$ cat config.mk
export PLATFORM = sky130hd
export DESIGN_NAME = shift_add_mult8_flat
export DESIGN_NICKNAME = d
export VERILOG_FILES = /design/src/rtl/shift_add_mult8_pkg.sv /design/src/rtl/shift_add_mult8_if.sv /design/src/rtl/shift_add_mult8_pmadder.sv /design/src/rtl/shift_add_mult8.sv /design/src/flat_wrapper.sv
export SDC_FILE = /design/constraint.sdc
export NUM_CORES = 1
export LEC_CHECK = 0
export BUFFER_PORTS_ARGS = -buffer_cell sky130_fd_sc_hd__buf_2
export CORE_MARGIN = 4
export CORE_UTILIZATION = 30
export CTS_CLUSTER_DIAMETER = 50
export DETAILED_ROUTE_END_ITERATION = 12
export PLACE_DENSITY_LB_ADDON = 0.2
export REMOVE_ABC_BUFFERS = 1
export SLEW_MARGIN = 20
export SYNTH_ARGS = -nofsm -noshare
export SYNTH_HDL_FRONTEND = slang
export SYNTH_SLANG_ARGS = --single-unit
$ cat constraint.sdc
create_clock -name Clk -period 2.2 [get_ports Clk]
set_input_delay 0.22 -clock Clk [delete_from_list [all_inputs] [get_ports Clk]]
set_output_delay 0.22 -clock Clk [all_outputs]
set_load 0.05 [all_outputs]
$ cat src/rtl/shift_add_mult8_pkg.sv
// Shared types and sizing for the sequential signed 8x8 shift/add multiplier.
package mult_pkg;

  typedef enum logic [1:0] {
    IDLE  = 2'd0,
    ADD   = 2'd1,
    SHIFT = 2'd2,
    DONE  = 2'd3
  } mult_state_t;

  localparam int N_ITER = 8;
  localparam int DW     = 8;

  localparam logic [2:0] LAST_ITER = 3'(N_ITER - 1);

endpackage

$ cat src/rtl/shift_add_mult8_if.sv
// Switch/button inputs and product/status outputs of the multiplier.
//
// Handshake: start is a level request sampled only in IDLE; done stays high in
// DONE until start drops, so a new run needs start low for at least one cycle.
interface shift_add_mult8_if;

  logic                   start;
  logic                   load_b;
  logic [7:0]             din;
  logic [7:0]             Aval;
  logic [7:0]             Bval;
  logic                   Xval;
  logic                   busy;
  logic                   done;
  mult_pkg::mult_state_t  state_dbg;

  modport master (
    output start, load_b, din,
    input  Aval, Bval, Xval, busy, done, state_dbg
  );

  modport slave (
    input  start, load_b, din,
    output Aval, Bval, Xval, busy, done, state_dbg
  );

endinterface

$ cat src/rtl/shift_add_mult8_pmadder.sv
// Shared 9-bit add/subtract stage; passes A through when neither add nor sub.
module PMAdder (
  input  logic [8:0] A,
  input  logic [8:0] B,
  input  logic       add,
  input  logic       sub,
  output logic [8:0] S
);

  always_comb begin
    S = A;
    if (sub) begin
      S = A + ~B + 9'd1;
    end else if (add) begin
      S = A + B;
    end
  end

endmodule

$ cat src/rtl/shift_add_mult8.sv
// Signed 8x8 multiplier: eight add/sub-then-arithmetic-shift steps on X:A:B,
// with the final step subtracting M to account for the multiplier sign bit.
module shift_add_mult8
  import mult_pkg::*;
(
  input  logic              Clk,
  input  logic              Reset,
  shift_add_mult8_if.slave  bus
);

  mult_state_t state, state_nxt;
  logic        x, x_nxt;
  logic [7:0]  a, a_nxt;
  logic [7:0]  b, b_nxt;
  logic [7:0]  m, m_nxt;
  logic [2:0]  cnt, cnt_nxt;

  logic        adder_add;
  logic        adder_sub;
  logic [8:0]  adder_s;

  assign adder_add = (state == ADD) && b[0] && (cnt != LAST_ITER);
  assign adder_sub = (state == ADD) && b[0] && (cnt == LAST_ITER);

  PMAdder u_adder (
    .A   ({a[7], a}),
    .B   ({m[7], m}),
    .add (adder_add),
    .sub (adder_sub),
    .S   (adder_s)
  );

  always_ff @(posedge Clk or negedge Reset) begin
    if (!Reset) begin
      state <= IDLE;
      x     <= 1'b0;
      a     <= '0;
      b     <= '0;
      m     <= '0;
      cnt   <= '0;
    end else begin
      state <= state_nxt;
      x     <= x_nxt;
      a     <= a_nxt;
      b     <= b_nxt;
      m     <= m_nxt;
      cnt   <= cnt_nxt;
    end
  end

  always_comb begin
    state_nxt = state;
    x_nxt     = x;
    a_nxt     = a;
    b_nxt     = b;
    m_nxt     = m;
    cnt_nxt   = cnt;
    unique case (state)
      IDLE: begin
        // load_b wins over start so the multiplier can be set up first.
        if (bus.load_b) begin
          b_nxt = bus.din;
          a_nxt = '0;
          x_nxt = 1'b0;
        end else if (bus.start) begin
          m_nxt     = bus.din;
          a_nxt     = '0;
          x_nxt     = 1'b0;
          cnt_nxt   = '0;
          state_nxt = ADD;
        end
      end
      ADD: begin
        if (b[0]) begin
          x_nxt = adder_s[8];
          a_nxt = adder_s[7:0];
        end
        state_nxt = SHIFT;
      end
      SHIFT: begin
        a_nxt = {x, a[7:1]};
        b_nxt = {a[0], b[7:1]};
        if (cnt == LAST_ITER) begin
          state_nxt = DONE;
        end else begin
          cnt_nxt   = cnt + 3'd1;
          state_nxt = ADD;
        end
      end
      DONE: begin
        if (!bus.start) state_nxt = IDLE;
      end
      default: state_nxt = IDLE;
    endcase
  end

  assign bus.Aval      = a;
  assign bus.Bval      = b;
  assign bus.Xval      = x;
  assign bus.busy      = (state == ADD) || (state == SHIFT);
  assign bus.done      = (state == DONE);
  assign bus.state_dbg = state;

endmodule

$ cat src/flat_wrapper.sv
// flat-port wrapper written by rule: the top's interface ports become plain ports
module shift_add_mult8_flat import mult_pkg::*;
  (Clk, Reset, bus_start, bus_load_b, bus_din, bus_Aval, bus_Bval, bus_Xval, bus_busy, bus_done, bus_state_dbg);
  shift_add_mult8_if bus_i ();
  input  logic Clk;
  input  logic Reset;
  input wire logic [$bits(bus_i.start)-1:0] bus_start;
  input wire logic [$bits(bus_i.load_b)-1:0] bus_load_b;
  input wire logic [$bits(bus_i.din)-1:0] bus_din;
  output wire logic [$bits(bus_i.Aval)-1:0] bus_Aval;
  output wire logic [$bits(bus_i.Bval)-1:0] bus_Bval;
  output wire logic [$bits(bus_i.Xval)-1:0] bus_Xval;
  output wire logic [$bits(bus_i.busy)-1:0] bus_busy;
  output wire logic [$bits(bus_i.done)-1:0] bus_done;
  output wire logic [$bits(bus_i.state_dbg)-1:0] bus_state_dbg;
  assign bus_i.start = bus_start;
  assign bus_i.load_b = bus_load_b;
  assign bus_i.din = bus_din;
  assign bus_Aval = bus_i.Aval;
  assign bus_Bval = bus_i.Bval;
  assign bus_Xval = bus_i.Xval;
  assign bus_busy = bus_i.busy;
  assign bus_done = bus_i.done;
  assign bus_state_dbg = bus_i.state_dbg;
  shift_add_mult8 u_core (.Clk(Clk), .Reset(Reset), .bus(bus_i));
endmodule
==> run summary <==
- **TritonCTS clock tree** built
- **antenna violations before repair** 0
- **core area** 7250 um^2
- **Post-Synthesis Cell Area** 2230 um^2
- **Clk Tree Root Cell** sky130_fd_sc_hd__clkbuf_8
- **Worst-Skew Late Latency** 0.29 ns
- **vias in the first global route** 1903
- **DRT antenna net count** 0
- **Post-Synthesis Cells** 249
- **floorplan die height** 94.3 um
- **top post-synthesis cells by area** sky130_fd_sc_hd__dfrtp_1, sky130_fd_sc_hd__ha_1, sky130_fd_sc_hd__o21ai_0
- **Int Power** 2.19 mW
- **headroom to the max-slew limit** 51.4%
- **total routing usage reported by global routing** 14.4%
- **Peak supply drop** 629 uV
- **setup-violating endpoint count in the final report** 0
- **instance count after placement with tap cells included** 376
- **via count normalized by instance count** 4.99
- **total CTS buffers** 5
- **number of antenna repair diodes** 0
- **fraction of the mapped netlist area in simple logic gates** 13.9%
- **area of the die** 8890 um^2
- **Switch Pwr** 2.29 mW
- **depth of the CTS H-tree** 2
- **top flip-flop cell by instance count after synthesis** sky130_fd_sc_hd__dfrtp_1
- **crit path launch type** register
- **clock transition at the registers of the reported paths** 0.07 ns
- **area delta synth->final** 21.1%
- **slew at the pin closest to its max-slew limit** 0.728 ns
- **fraction of final layout cells with drive strength greater than 1** 26.9%
- **total number of nets in the final design** 321
- **part of the cycle the worst path needs** 94.8%
- **part of the total power dissipated in the clock network** 16.2%
- **worst endpoint data arrival time** 2.26 ns
- **Site Rows** 31
- **share of synthesized area occupied by flip-flops and latches** 33.6%
- **critical path fanouts, max** 7
- **status** complete, but fails checks
- **kind of path behind the tightest hold check** primary input to async pin
- **number of hold-slack violations in the final timing report** 30
- **worst-case reg-to-reg path depth** 7
- **Setup Slack @ Placement** 0.0128 ns
- **portion of netlist area occupied by mux cells** 4.93%
- **share of total power in combinational logic** 61.1%
- **Yosys top cell area share** 33.6%
- **most common cell after layout, fill and taps aside** sky130_fd_sc_hd__buf_2
- **final setup skew** 0.00332 ns
- **synthesized area per cell** 8.97 um^2
- **switching share of total power** 51.1%
- **# fillers** 749
- **XOR/XNOR share of the synthesized area** 1.96%
- **DRC violation total after the first TritonRoute iteration** 56
- **CTS Sinks** 30
- **violations in the final reports** negative hold slack
- **number of vias in the routed layout** 1920
- **number of enable-type register cells in the synthesized netlist** 0
- **area taken by multi-input logic gates** 1360 um^2
- **count of synthesis-stage warnings from yosys** 0
- **static leakage** 1.25 nW
- **global-route wire length before repair** 9830 um
- **estimated wirelength of the detail-placed design** 4500 um
- **Max-cap violations** 0
- **Post-Layout Cell Count** 385
- **setup repair after global routing missed its margin** true
- **Post-CTS Hold Fix Bufs** 0
- **endpoint class of the critical path** register
- **async set-or-reset flop fraction in the synthesized netlist** 100%
- **relative contribution of sequential cells to total power** 22.7%
- **number of buffers between clock root and the deepest sink** 2
- **placed cell area** 2530 um^2
- **dominant combinational cell family by area after synthesis** compound AO/OA/AOI/OAI gates
- **Yosys cell types** 45
- **remaining design rule violation count** 0
- **global route overflow** 0
- **Synth Area in Compound Gates** 25.0%
- **routed wire length** 6000 um
- **final worst path period need** 2.09 ns
- **final standard cell area without fillers** 2710 um^2
- **Register Area** 753 um^2
- **number of pins exceeding their max-slew limit in the final report** 0
- **kind of critical path** register to register
- **Die X** 94.3 um
- **routed len/inst** 15.6 um
- **first drt pass iteration count** 4
- **Top-Level Pins** 33
- **worst slack on hold paths** -0.0138 ns
- **Total Power Consumption** 4.48 mW
- **most area-hungry cell type in the Yosys netlist** sky130_fd_sc_hd__dfrtp_1
- **areal power density over the cells** 1660 nW/um^2
- **routability-driven placement congestion ratio** 0.819
- **maximum frequency from static timing analysis** 480 MHz
- **Worst Path Required** 2.37 ns
- **min setup slack post-route** 0.115 ns
- **count of state elements after synthesis** 30
- **pin count of the biggest net entering global routing** 31
- **commonest non-fill, non-tap cells in the layout** sky130_fd_sc_hd__buf_2, sky130_fd_sc_hd__dfrtp_1, sky130_fd_sc_hd__o21ai_0
- **effective utilization at floorplan** 30.8%
- **Post-Synth Adder-Cell Area** 14.1%
- **port bufs** 32
worst paths after layout:
path | from | to | slack, ns
max reg2reg | u_core.bus.Aval[1]$_DFFE_PN0P_ | u_core.bus.Aval[5]$_DFFE_PN0P_ | 0.11
min in group Clk | bus_din[1] | u_core.m[1]$_DFFE_PN0P_ | 0.18
max in group asynchronous | Reset | u_core.bus.Aval[0]$_DFFE_PN0P_ | 1.71
min reg2reg | u_core.cnt[2]$_DFFE_PN0P_ | u_core.cnt[2]$_DFFE_PN0P_ | 0.55
max | u_core.bus.Aval[1]$_DFFE_PN0P_ | u_core.bus.Aval[5]$_DFFE_PN0P_ | 0.11
min | Reset | u_core.bus.Aval[5]$_DFFE_PN0P_ | -0.01
repair_timing:
item                                    CTS  global route
setup buffers                             0             1
pin swaps                                 2             3
resized for setup                         1             7
endpoints found under the setup margin    2            11
power groups by stage:
stage                     Clock (mW)  Combinational (mW)  Sequential (mW)
final                          0.728                2.74             1.02
after CTS                      0.745                2.72             1.02
after detailed placement           0                2.70             1.03
after global placement             0                2.71             1.02
after global routing           0.766                3.00             1.06
after floorplan                    0                1.55             1.42
registers in the layout, summed over array words and instances (netlist names):
register / flops
u_core.bus.state_dbg: 2
u_core.m: 8
u_core.cnt: 3
u_core.bus.Aval: 8
u_core.bus.Bval: 8
u_core.bus.Xval: 1
worst max-delay path, stage by stage (launching register included):
cell and delay, ns:
sky130_fd_sc_hd__dfrtp_1 0.50, sky130_fd_sc_hd__ha_1 0.36, sky130_fd_sc_hd__nand2b_4 0.15, sky130_fd_sc_hd__a2111oi_2 0.36, sky130_fd_sc_hd__a21oi_1 0.11, sky130_fd_sc_hd__a22oi_1 0.21
sky130_fd_sc_hd__xor2_1 0.19, sky130_fd_sc_hd__o22ai_1 0.10
final cells by class:
type	instances	share of cell area, %
Inverter	21	2.91
Clock inverter	2	2.22
Sequential cell	30	27.8
Tap cell	99	4.58
Multi-Input combinational cell	184	50.4
Timing Repair Buffer	43	8.97
Clock buffer	6	3.05
cells by family (layout without fill, tap and decap cells):
kind of cell,after synthesis,count (layout)
adder cells (fa/ha/maj),24,24
flip-flops,30,30
XOR/XNOR,5,5
multiplexers,10,10
buffers and inverters,35,72
AO/OA/AOI/OAI,86,86
AND/OR/NAND/NOR,59,59
metrics by stage:
step | util [%] | setup TNS (ns)
4_1_cts | 36.8 | 0
5_1_grt | 37.3 | -0.00751
3_5_place_dp | 34.9 | 0
2_1_floorplan | - | -1.62
6_report | 37.3 | 0
3_3_place_gp | 34.9 | 0
Yosys cell counts, drive strengths merged, types with 2 or more instances:
| cell type | instances |
|---|---|
| inv | 21 |
| and2 | 3 |
| nor2 | 9 |
| a31oi | 11 |
| mux2i | 2 |
| o31ai | 2 |
| o22ai | 3 |
| nand2b | 4 |
| xnor2 | 3 |
| nor4 | 2 |
| ha | 22 |
| nor3b | 2 |
| xor2 | 2 |
| clkbuf | 5 |
| a22oi | 12 |
| o211ai | 4 |
| nand2 | 15 |
| mux2 | 8 |
| a21oi | 14 |
| nand3 | 11 |
| a2111oi | 2 |
| buf | 9 |
| nor2b | 10 |
| o21ai | 31 |
| o21bai | 2 |
| dfrtp | 30 |
| fa | 2 |
| a21o | 2 |
per-layer routing:
layer	GRT usage, %	vias to the layer above	wire length, um
met5	0	-	0
met4	4.93	0	95
li1	-	962	-
met3	2.64	7	168
met1	18.9	917	2840
met2	23.6	34	2900
(Power assumes the default switching activity.)
